[src/rtl/spi_bus_arbiter_if.sv]
`default_nettype none
// ============================================================================
//  Module   : spi_bus_arbiter_if
//  Brief    : Requester, SPI-core and status signals shared by the SPI port
//             arbiter and the blocks around it.
//  Revision : 1.0  initial release
// ============================================================================
interface spi_bus_arbiter_if;
  // requester 0 (card init starter)
  logic        req0_lock;
  logic        req0_read;
  logic        req0_write;
  logic [15:0] req0_address;
  logic [31:0] req0_writedata;
  logic [31:0] req0_readdata;
  logic        req0_grant;
  logic        req0_irq;

  // requester 1 (sector read/write sequencer)
  logic        req1_lock;
  logic        req1_read;
  logic        req1_write;
  logic [15:0] req1_address;
  logic [31:0] req1_writedata;
  logic [31:0] req1_readdata;
  logic        req1_grant;
  logic        req1_irq;

  // SPI core side
  logic        m_read;
  logic        m_write;
  logic [15:0] m_address;
  logic [31:0] m_writedata;
  logic [31:0] m_readdata;
  logic        core_irq;

  // status
  logic        busy;
  logic        owner;
  logic        timeout;

  // Requesters and core: drive requests and core responses
  modport master (
    output req0_lock, req0_read, req0_write, req0_address, req0_writedata,
    input  req0_readdata, req0_grant, req0_irq,
    output req1_lock, req1_read, req1_write, req1_address, req1_writedata,
    input  req1_readdata, req1_grant, req1_irq,
    input  m_read, m_write, m_address, m_writedata,
    output m_readdata, core_irq,
    input  busy, owner, timeout
  );

  // Arbiter view
  modport slave (
    input  req0_lock, req0_read, req0_write, req0_address, req0_writedata,
    output req0_readdata, req0_grant, req0_irq,
    input  req1_lock, req1_read, req1_write, req1_address, req1_writedata,
    output req1_readdata, req1_grant, req1_irq,
    output m_read, m_write, m_address, m_writedata,
    input  m_readdata, core_irq,
    output busy, owner, timeout
  );
endinterface
`default_nettype wire

[src/rtl/spi_bus_arbiter.sv]
`default_nettype none
// ============================================================================
//  Module   : spi_bus_arbiter
//  Brief    : Locks the SPI core command port to one of two masters for a
//             whole transaction, routes the core irq to the owner and revokes
//             ownership from a stalled owner.
//  Revision : 1.0  initial release
// ============================================================================
module spi_bus_arbiter #(
  parameter int IDLE_TIMEOUT = 4095,
  parameter int CNT_W        = 12
) (
  input  logic             clk,
  input  logic             rst,
  spi_bus_arbiter_if.slave bus
);

  localparam logic [CNT_W-1:0] c_idle_timeout = CNT_W'(IDLE_TIMEOUT);

  typedef enum logic [1:0] {
    ST_IDLE     = 2'd0,
    ST_GRANT0   = 2'd1,
    ST_GRANT1   = 2'd2,
    ST_HANDOVER = 2'd3
  } state_t;

  state_t           r_state;
  state_t           w_state_next;
  logic             r_last;
  logic             w_last_next;
  logic [1:0]       r_blocked;
  logic [1:0]       w_blocked_next;
  logic [CNT_W-1:0] r_cnt;
  logic [CNT_W-1:0] w_cnt_next;
  logic             w_timeout;

  logic w_own0;
  logic w_own1;
  logic w_owner_idx;
  logic w_own_lock;
  logic w_own_strobe;
  logic w_elig0;
  logic w_elig1;

  assign w_own0      = (r_state == ST_GRANT0);
  assign w_own1      = (r_state == ST_GRANT1);
  assign w_owner_idx = w_own1;
  assign w_own_lock  = w_own1 ? bus.req1_lock : bus.req0_lock;
  assign w_own_strobe = w_own0 ? (bus.req0_read | bus.req0_write) :
                        w_own1 ? (bus.req1_read | bus.req1_write) : 1'b0;
  assign w_elig0     = bus.req0_lock & ~r_blocked[0];
  assign w_elig1     = bus.req1_lock & ~r_blocked[1];

  // Next-state, tie-break, idle counter and revocation
  always_comb begin
    w_state_next      = r_state;
    w_last_next       = r_last;
    w_cnt_next        = r_cnt;
    w_timeout         = 1'b0;
    w_blocked_next[0] = bus.req0_lock ? r_blocked[0] : 1'b0;
    w_blocked_next[1] = bus.req1_lock ? r_blocked[1] : 1'b0;

    case (r_state)
      ST_IDLE: begin
        if (w_elig0 && (!w_elig1 || r_last)) begin
          w_state_next = ST_GRANT0;
          w_last_next  = 1'b0;
          w_cnt_next   = '0;
        end else if (w_elig1) begin
          w_state_next = ST_GRANT1;
          w_last_next  = 1'b1;
          w_cnt_next   = '0;
        end
      end

      ST_GRANT0, ST_GRANT1: begin
        if (r_cnt == c_idle_timeout) begin
          // Revoked owner must drop its lock before it may compete again
          w_timeout                   = 1'b1;
          w_blocked_next[w_owner_idx] = 1'b1;
          w_state_next                = ST_HANDOVER;
          w_cnt_next                  = '0;
        end else if (!w_own_lock) begin
          w_state_next = ST_HANDOVER;
          w_cnt_next   = '0;
        end else if (w_own_strobe || bus.core_irq) begin
          w_cnt_next = '0;
        end else begin
          w_cnt_next = r_cnt + 1'b1;
        end
      end

      ST_HANDOVER: begin
        w_state_next = ST_IDLE;
      end

      default: begin
        w_state_next = ST_IDLE;
      end
    endcase
  end

  always_ff @(posedge clk or posedge rst) begin
    if (rst) begin
      r_state   <= ST_IDLE;
      r_last    <= 1'b1;
      r_blocked <= 2'b00;
      r_cnt     <= '0;
    end else begin
      r_state   <= w_state_next;
      r_last    <= w_last_next;
      r_blocked <= w_blocked_next;
      r_cnt     <= w_cnt_next;
    end
  end

  // Owner's access passes straight through; everything is 0 with no owner
  assign bus.m_read      = w_own0 ? bus.req0_read      : (w_own1 ? bus.req1_read      : 1'b0);
  assign bus.m_write     = w_own0 ? bus.req0_write     : (w_own1 ? bus.req1_write     : 1'b0);
  assign bus.m_address   = w_own0 ? bus.req0_address   : (w_own1 ? bus.req1_address   : 16'h0);
  assign bus.m_writedata = w_own0 ? bus.req0_writedata : (w_own1 ? bus.req1_writedata : 32'h0);

  assign bus.req0_readdata = w_own0 ? bus.m_readdata : 32'h0;
  assign bus.req1_readdata = w_own1 ? bus.m_readdata : 32'h0;
  assign bus.req0_irq      = w_own0 & bus.core_irq;
  assign bus.req1_irq      = w_own1 & bus.core_irq;
  assign bus.req0_grant    = w_own0;
  assign bus.req1_grant    = w_own1;

  assign bus.busy    = w_own0 | w_own1;
  assign bus.owner   = w_own1;
  assign bus.timeout = w_timeout;

endmodule
`default_nettype wire

[src/flat_wrapper.sv]
// flat-port wrapper written by rule: the top's interface ports become plain ports
module spi_bus_arbiter_flat 
#(
  parameter int IDLE_TIMEOUT = 4095,
  parameter int CNT_W        = 12
)
  (clk, rst, bus_req0_lock, bus_req0_read, bus_req0_write, bus_req0_address, bus_req0_writedata, bus_req0_readdata, bus_req0_grant, bus_req0_irq, bus_req1_lock, bus_req1_read, bus_req1_write, bus_req1_address, bus_req1_writedata, bus_req1_readdata, bus_req1_grant, bus_req1_irq, bus_m_read, bus_m_write, bus_m_address, bus_m_writedata, bus_m_readdata, bus_core_irq, bus_busy, bus_owner, bus_timeout);
  spi_bus_arbiter_if bus_i ();
  input  logic clk;
  input  logic rst;
  input wire logic [$bits(bus_i.req0_lock)-1:0] bus_req0_lock;
  input wire logic [$bits(bus_i.req0_read)-1:0] bus_req0_read;
  input wire logic [$bits(bus_i.req0_write)-1:0] bus_req0_write;
  input wire logic [$bits(bus_i.req0_address)-1:0] bus_req0_address;
  input wire logic [$bits(bus_i.req0_writedata)-1:0] bus_req0_writedata;
  output wire logic [$bits(bus_i.req0_readdata)-1:0] bus_req0_readdata;
  output wire logic [$bits(bus_i.req0_grant)-1:0] bus_req0_grant;
  output wire logic [$bits(bus_i.req0_irq)-1:0] bus_req0_irq;
  input wire logic [$bits(bus_i.req1_lock)-1:0] bus_req1_lock;
  input wire logic [$bits(bus_i.req1_read)-1:0] bus_req1_read;
  input wire logic [$bits(bus_i.req1_write)-1:0] bus_req1_write;
  input wire logic [$bits(bus_i.req1_address)-1:0] bus_req1_address;
  input wire logic [$bits(bus_i.req1_writedata)-1:0] bus_req1_writedata;
  output wire logic [$bits(bus_i.req1_readdata)-1:0] bus_req1_readdata;
  output wire logic [$bits(bus_i.req1_grant)-1:0] bus_req1_grant;
  output wire logic [$bits(bus_i.req1_irq)-1:0] bus_req1_irq;
  output wire logic [$bits(bus_i.m_read)-1:0] bus_m_read;
  output wire logic [$bits(bus_i.m_write)-1:0] bus_m_write;
  output wire logic [$bits(bus_i.m_address)-1:0] bus_m_address;
  output wire logic [$bits(bus_i.m_writedata)-1:0] bus_m_writedata;
  input wire logic [$bits(bus_i.m_readdata)-1:0] bus_m_readdata;
  input wire logic [$bits(bus_i.core_irq)-1:0] bus_core_irq;
  output wire logic [$bits(bus_i.busy)-1:0] bus_busy;
  output wire logic [$bits(bus_i.owner)-1:0] bus_owner;
  output wire logic [$bits(bus_i.timeout)-1:0] bus_timeout;
  assign bus_i.req0_lock = bus_req0_lock;
  assign bus_i.req0_read = bus_req0_read;
  assign bus_i.req0_write = bus_req0_write;
  assign bus_i.req0_address = bus_req0_address;
  assign bus_i.req0_writedata = bus_req0_writedata;
  assign bus_req0_readdata = bus_i.req0_readdata;
  assign bus_req0_grant = bus_i.req0_grant;
  assign bus_req0_irq = bus_i.req0_irq;
  assign bus_i.req1_lock = bus_req1_lock;
  assign bus_i.req1_read = bus_req1_read;
  assign bus_i.req1_write = bus_req1_write;
  assign bus_i.req1_address = bus_req1_address;
  assign bus_i.req1_writedata = bus_req1_writedata;
  assign bus_req1_readdata = bus_i.req1_readdata;
  assign bus_req1_grant = bus_i.req1_grant;
  assign bus_req1_irq = bus_i.req1_irq;
  assign bus_m_read = bus_i.m_read;
  assign bus_m_write = bus_i.m_write;
  assign bus_m_address = bus_i.m_address;
  assign bus_m_writedata = bus_i.m_writedata;
  assign bus_i.m_readdata = bus_m_readdata;
  assign bus_i.core_irq = bus_core_irq;
  assign bus_busy = bus_i.busy;
  assign bus_owner = bus_i.owner;
  assign bus_timeout = bus_i.timeout;
  spi_bus_arbiter #(.IDLE_TIMEOUT(IDLE_TIMEOUT), .CNT_W(CNT_W)) u_core (.clk(clk), .rst(rst), .bus(bus_i));
endmodule
[config.mk]
export PLATFORM = sky130hd
export DESIGN_NAME = spi_bus_arbiter_flat
export DESIGN_NICKNAME = d
export VERILOG_FILES = /design/src/rtl/spi_bus_arbiter_if.sv /design/src/rtl/spi_bus_arbiter.sv /design/src/flat_wrapper.sv
export SDC_FILE = /design/constraint.sdc
export NUM_CORES = 1
export LEC_CHECK = 0
export ABC_AREA = 0
export CELL_PAD_IN_SITES_DETAIL_PLACEMENT = 0
export CELL_PAD_IN_SITES_GLOBAL_PLACEMENT = 1
export CORE_MARGIN = 4
export CORE_UTILIZATION = 14
export CTS_BUF_LIST = sky130_fd_sc_hd__clkbuf_16
export DETAILED_ROUTE_END_ITERATION = 10
export MAX_ROUTING_LAYER = met4
export PLACE_DENSITY = 0.83
export SLEW_MARGIN = 0
export SYNTH_ARGS = -nofsm -noshare
export SYNTH_HDL_FRONTEND = slang
export SYNTH_SLANG_ARGS = --single-unit
[constraint.sdc]
create_clock -name clk -period 1.8 [get_ports clk]
set_input_delay 0.18 -clock clk [delete_from_list [all_inputs] [get_ports clk]]
set_output_delay 0.18 -clock clk [all_outputs]
set_load 0.1 [all_outputs]
### Yosys cells after proc, flatten, opt, wreduce, memory -nomap -nowiden

Cells that the tools add are included.

* bits in writable memories: 0
* memories kept: 0
* bits of input ports: 137
* memory bits (read-only): 0
* logic and storage cells: 69
* register bits after elaboration: 17
* output and inout port bits: 121
* bits in latches: 0

* bitwise logic cells: 10
* mux-type cells: 34
* order comparisons: 2
* equality and inequality tests: 6
* multiply operators: 0
* shift operators: 0
* reduce and logical (&&, ||, !) cells: 12
* divide/modulo/power cells: 0
* add/subtract/negate cells: 1

Operator list (count)
* $mux W32: 4
* $mux W12: 5
* $mux W16: 2
* $pmux W12 S2: 1
* $mux W1: 14
* $add A12 B1 Y12 const B: 1
* $eq A12 B12 Y1 const B: 1
* $mux W2: 6
* $pmux W2 S3: 1
* $reduce_and A2 Y1: 3
* $and A1 B1 Y1: 4
* $eq A2 B2 Y1 const B: 2
* $reduce_bool A2 Y1: 2
* $ne A3 B1 Y1 const B: 1
* $ne A3 B3 Y1 const B: 1
* $or A1 B1 Y1: 3
* $eq A2 B1 Y1 const B: 1
* $logic_and A1 B1 Y1: 2
* $logic_not A2 Y1: 1
* $logic_or A1 B1 Y1: 2
* $lt A1 B2 Y1 const B: 1
* $not A1 Y1: 2
* $or A2 B2 Y2: 1
* $reduce_or A2 Y1: 1
* 3 further kinds: 3

### Longest topological paths before layout

Gate-level depths: netlist of the first run.

* depth after elaboration: 8
* gate-level depth with buffers: 8
* mapped depth without buffers: 7

### Worst setup path before layout of the first run

OpenSTA, ideal clock, no wires.

* path type: reg-to-output
* start: reg u_core.r_state[0]
* end: out bus_m_address[14]
* arrival: 3.777 ns
* required time: 1.620 ns
* buffers on the path: 1
* slack: -2.157 ns
* stages on the path, launching flop included: 6
* cells stage by stage: dfrtp_1 inv_1 ha_1 buf_2 nand2_1 o21ai_0

* longest elaborated chain between the ends: 3
* elaborated cells on any way between the ends: 4
* classes of those cells: eq/ne (2); mux (2)

RTL lines
* start: declaration: RTL line spi_bus_arbiter.sv:27 `state_t r_state;`
* start signal: assignment: RTL line spi_bus_arbiter.sv:110 `r_state <= w_state_next;`
* $eq A2 B2 Y1: RTL line spi_bus_arbiter.sv:46 `assign w_own1 = (r_state == ST_GRANT1);`
* via bus_owner: RTL line flat_wrapper.sv:34 `output wire logic [$bits(bus_i.owner)-1:0] bus_owner;`
* $mux W16 (2 in series): RTL line spi_bus_arbiter.sv:120 `assign bus.m_address = w_own0 ? bus.req0_address : (w_own1 ? bus.req1_address : 16'h0);`
* end: declaration: RTL line flat_wrapper.sv:29 `output wire logic [$bits(bus_i.m_address)-1:0] bus_m_address;`

The timed path passes the listed nets, and every way through them passes these cells.

### Final worst setup path of the first run

* start: reg u_core.r_state[1]
* end: out bus_m_address[15]

* longest elaborated chain between the ends: 3
* elaborated cells on any way between the ends: 4
* classes of those cells: eq/ne (2); mux (2)

RTL lines (RTL line)
* $eq A2 B2 Y1: spi_bus_arbiter.sv:46
* $mux W16: spi_bus_arbiter.sv:120
* $mux W16 (*): spi_bus_arbiter.sv:120

Every way passes the cells marked *; elsewhere a longest branch is shown, timed or not.

==> impl_metrics.tcl, run 1 <==
set metrics [dict create \
    detailroute.via_count 3244 \
    worstSetupStartpoint "u_core.r_state[1]" \
    max_freq_ghz 0.517 \
    root_buffer "clkbuf_16" \
    yosysSeqAreaShare_pct 21.5 \
    sum_of_net_half_perimeters_after_detailed_placement_microns 11900 \
    setup_repair_after_global_routing_missed_its_margin "true" \
    tritoncts "yes" \
    status "finished, violations left" \
    wire_length_of_the_first_global_routing_pass_microns 21400 \
    cts-buffers-inserted 3 \
    final_core_utilization_pct 54.6 \
    synth_most_common_cell "and2_1" \
    ant_nets 0 \
    timing.setup.tns_ns -6.05 \
    synth.largest_area_cell "a22o_1" \
    finalClockSkew_ns 0.00203 \
    pin_count 258 \
    synth.net_count 397 \
    max_slew_margin_pct 82.2 \
    netlist_top_cells_area "a22o_1, and2_1, dfrtp_1" \
    synth_top_cells_by_count "and2_1, a22o_1, nand2_1" \
    setup.worst_path.start_class "flip-flop" \
    syn_avg_cell_area_sq_um 7.79 \
    cp_data_required_time_ns 1.62 \
    synth_top_area_share_pct 22.1 \
    synthesis.instances 255 \
    cts-root-to-sink-buffers 2 \
    max-cap-violations 0 \
    fill_cells 1097 \
    synth_edf_count 0 \
    clk_pin_slew_ns 0.05 \
    starting_drc_count_in_detailed_routing 109 \
    final_setup_margin_ns -0.133 \
    numPortBuffers 257 \
    cts-hold-fix-buffers 0 \
    netlist_area_sq_um 1990 \
    clock_insertion_delay_worst_skew_ns 0.25 \
    postSynth.asyncResetShare_pct 100 \
    first_global_vias 3396 \
    pin_count_of_the_biggest_net_entering_global_routing 37 \
    crit_type "reg -> out" \
    drt-wirelength-per-cell_microns 21.0 \
    worst_setup_path_end_kind "output port" \
    dominantRegCellSynth "dfrtp_1" \
    final_net_count 696 \
    yosysUniqueCellTypes 41 \
    clock_sinks 17 \
    track_usage_pct 17.5 \
    worstMarginPinSlew_ns 0.266 \
    gr_ovfl_total 0 \
    final.period_utilization_pct 107 \
    detail_route.drc_violations 0 \
    via_per_inst 4.41 \
    detail_route.first_pass.iterations 4 \
    flow.area_growth_from_synthesis_pct 281 \
    row_count 43 \
    antenna_found_initial 2 \
    layout-drive-gt1-share_pct 60.4 \
    synth-warning-count 0 \
    hold_slack_ns 0.273 \
    min_path_type "in -> async" \
    min_period_ns 1.93 \
    h-tree-depth 1 \
    floorplan.die_area_sq_um 16200 \
    placeableCoreArea_sq_um 13900 \
    routabilityCongestion 0.871 \
    die_h_microns 127 \
    drt-total-wl_microns 15500 \
    report.final.slew_viol_count 0 \
    hold_violations 0 \
    synth_seq_cells 17 \
    worstReg2RegStart "u_core.r_state[0]" \
    failed_checks "negative setup slack" \
    setup-violations-final 73 \
    floorplan.initialDensity_pct 14.3 \
    dieWidth_microns 127 \
    data_arrival_time_of_the_critical_path_ns 1.75 \
    timing.critical_path.fanout_max 7 \
]
kinds of logic after synthesis:
family | Yosys count | synth area share, %
DFF | 17 | 21.5
muxes | 4 | 2.08
AOI/OAI and AO/OA | 77 | 31.4
buffers and inverters | 33 | 6.74
and+or+nand+nor | 119 | 35.1
adders and majority gates | 5 | 3.15
flip-flops by register name, summed over array words and instances (netlist names):
register,cells
u_core.r_last,1
u_core.r_cnt,12
u_core.r_state,2
u_core.r_blocked,2
worst paths after layout:
kind | endpoint | slack (ns) | cells past startpoint
max | bus_m_address[15] | -0.13 | 7
min | u_core.r_cnt[7] | 0.27 | 3
max reg2reg | u_core.r_state[0] | -0.13 | 9
min reg2reg | u_core.r_blocked[0] | 0.49 | 2
max in group asynchronous | u_core.r_last | 1.27 | 3
min in group clk | u_core.r_blocked[0] | 0.49 | 2
metrics by stage:
stage               instance area, sq um  setup WS, ns  cells
floorplan                           2770        -0.255    255
global placement                    6790        0.0182    695
detailed placement                  6790        -0.112    695
CTS                                 7350        -0.108    724
global route                        7570        -0.186    735
finish                              7570        -0.133    735
critical path, cell delays in order (launching register included):
cell       delay, ns
dfrtp_2         0.45
inv_4           0.08
ha_4            0.18
nor2b_4         0.06
buf_12          0.15
clkbuf_16       0.17
a22o_4          0.23
buf_12          0.16
cell type report:
cell class	count	area (sq um)	area share [%]
sequential	17	430	5.68
clock buffer	3	75.1	0.991
timing repair buffer	316	4590	60.7
antenna	2	5.00	0.0661
multi-input combinational	205	2190	28.9
clock inverter	1	3.75	0.0496
inverter	11	47.5	0.628
tap	180	225	2.97
layout by cell type (no fill, tap or decap), types with 2 or more instances in the layout:
cell type / instances
nand2b_1: 2
nand2_1: 15
nor3_1: 3
nand2_2: 2
nor2_1: 7
buf_6: 10
a31oi_4: 2
inv_4: 2
buf_4: 29
inv_1: 8
diode_2: 2
and2_4: 63
a31oi_1: 3
buf_12: 127
dfrtp_1: 13
o21ai_1: 7
o22ai_2: 2
nand3_1: 6
or3_1: 2
a22o_4: 49
clkbuf_16: 8
o21ai_2: 2
clkdlybuf4s50_1: 136
nand4_1: 4
and2_2: 3
mux2i_1: 2
dfrtp_2: 3
buf_16: 8
ha_4: 3
per-layer routing:
layer / GRT usage [%] / vias to the layer above / share of wire [%]
met5: - / - / 0
met4: 1.83 / 0 / 1.5
met3: 5.06 / 16 / 8.1
met2: 31.1 / 154 / 52
met1: 20.3 / 1549 / 39
li1: - / 1525 / -
timing repair:
item | in CTS | in global routing
setup endpoints to repair | 129 | 122
cloned | 7 | 6
setup buffers | 18 | 4
gates resized for setup | 41 | 11
pin swaps | 14 | 5
Power of run 1 is not shown: default switching activity piles up to over one toggle a cycle in this logic, so the estimate is an artifact.
==> run 2, diff against run 1 <==
Settings changed: GPL_TIMING_DRIVEN from default to 0.
==> impl_metrics.tcl, run 2 (synthesis results as in run 1) <==
set metrics [dict create \
    fill_cells 1084 \
    data_arrival_time_of_the_critical_path_ns 1.80 \
    antenna_found_initial 4 \
    area.sequential_sq_um 430 \
    die_h_microns 127 \
    tritoncts "yes" \
    drt-total-wl_microns 15500 \
    layout-drive-gt1-share_pct 60.1 \
    cts-hold-fix-buffers 0 \
    min_path_type "in -> async" \
    wire_length_of_the_first_global_routing_pass_microns 22200 \
    failed_checks "negative setup slack" \
    starting_drc_count_in_detailed_routing 114 \
    detail_route.first_pass.iterations 4 \
    cts-buffers-inserted 3 \
    max_slew_margin_pct 36.0 \
    crit_type "reg -> out" \
    cp_data_required_time_ns 1.62 \
    placeableCoreArea_sq_um 13900 \
    cts-root-to-sink-buffers 2 \
    setup-violations-final 124 \
    dpl_worst_slack_ns -1.04 \
    final_cell_mix "clkdlybuf4s50_1, buf_12, and2_4" \
    timing.critical_path.fanout_max 10 \
    worst_setup_path_end_kind "output port" \
    ant_nets 0 \
    final_net_count 695 \
    setup.worst_path.start_class "flip-flop" \
    hold_violations 0 \
    pin_count_of_the_biggest_net_entering_global_routing 18 \
    track_usage_pct 18.0 \
    via_per_inst 4.40 \
    status "finished, violations left" \
    root_buffer "clkbuf_16" \
    clock_insertion_delay_worst_skew_ns 0.25 \
    worstMarginPinSlew_ns 0.964 \
    final.period_utilization_pct 110 \
    clock_sinks 17 \
    finalClockSkew_ns 0.00119 \
    multi_input_area_sq_um 2220 \
    gr_ovfl_total 0 \
    routabilityCongestion 0.865 \
    clk_pin_slew_ns 0.05 \
    floorplan.initialDensity_pct 14.3 \
    dieWidth_microns 127 \
    h-tree-depth 1 \
    max-cap-violations 0 \
    min_period_ns 1.98 \
    first_global_vias 3514 \
    top_regs "u_core.r_cnt x12, u_core.r_blocked x2, u_core.r_state x2" \
    row_count 43 \
    detail_route.drc_violations 0 \
    flow.area_growth_from_synthesis_pct 274 \
    final_setup_margin_ns -0.183 \
    numPortBuffers 257 \
    sum_of_net_half_perimeters_after_detailed_placement_microns 11200 \
    setup_repair_after_global_routing_missed_its_margin "true" \
    max_flop_register "u_core.r_cnt" \
    drt-wirelength-per-cell_microns 21.1 \
    max_reg_flops 12 \
    report.final.slew_viol_count 0 \
    max_freq_ghz 0.504 \
    floorplan.die_area_sq_um 16200 \
    mostFrequentLayoutCell "clkdlybuf4s50_1" \
    hold_slack_ns 0.365 \
    pin_count 258 \
    detailroute.via_count 3238 \
]
[run 2: stage by stage]
| step | setup TNS (ns) | instances | area (sq um) | utilization (%) |
|---|---|---|---|---|
| 2_1_floorplan | -10.01 | 255 | 2770 | - |
| 3_5_place_dp | -105.37 | 692 | 5560 | 40.1 |
| 3_3_place_gp | -101.72 | 692 | 5560 | 40.1 |
| 5_1_grt | -19.71 | 736 | 7440 | 53.6 |
| 6_report | -11.29 | 736 | 7440 | 53.6 |
| 4_1_cts | -12.60 | 722 | 7180 | 51.7 |
[run 2: path summary, 6_finish.rpt]
kind                                      from                  end  slack (ns)  cells past startpoint
setup reg to reg             u_core.r_state[0]     u_core.r_cnt[11]       -0.14                      9
min in group clk           u_core.r_blocked[0]  u_core.r_blocked[0]        0.50                      2
max in group asynchronous                  rst      u_core.r_cnt[0]        0.95                      2
hold / removal                             rst  u_core.r_blocked[1]        0.37                      2
hold reg to reg            u_core.r_blocked[0]  u_core.r_blocked[0]        0.50                      2
setup / recovery             u_core.r_state[1]  bus_m_writedata[21]       -0.18                      7
[run 2: critical path: stages, from the launching register on]
cell,delay (ns)
dfrtp_2,0.40
inv_2,0.06
ha_4,0.19
clkbuf_16,0.17
buf_12,0.14
buf_12,0.14
a22o_4,0.26
buf_12,0.17
[run 2: metal layers]
layer | share of wire, % | up-vias | track usage (%) | wire, microns
li1 | - | 1522 | - | -
met1 | 39 | 1529 | 20.3 | 6020
met2 | 50 | 163 | 31.9 | 7830
met3 | 8.4 | 24 | 5.48 | 1310
met4 | 2.5 | 0 | 3.22 | 382
met5 | 0 | - | - | 0
[run 2: what timing repair did]
action / 4_1_cts / 5_1_grt
setup endpoints to repair: 135 / 132
gates cloned: 5 / 6
pin swaps: 27 / 20
gates resized for setup: 1093 / 42
setup buffers: 21 / 11
[run 2: final cells by class]
type                       count  area share (%)
antenna                        4           0.135
buffer                        19            4.43
clock buffer                   3            1.01
clock inverter                 1          0.0505
inverter                      11           0.639
multi-input combinational    205            29.9
sequential                    17            5.79
tap                          180            3.03
timing repair buffer         296            55.1
Power of run 2 is left out for the same reason.
==> run 3, diff against run 2 <==
Settings changed: CTS_CLUSTER_DIAMETER from default to 100, SLEW_MARGIN 0 to default.
==> results of run 3 <==
Final layout, timing and power as in run 2 (identical DEF).
Power of run 3 is left out for the same reason.
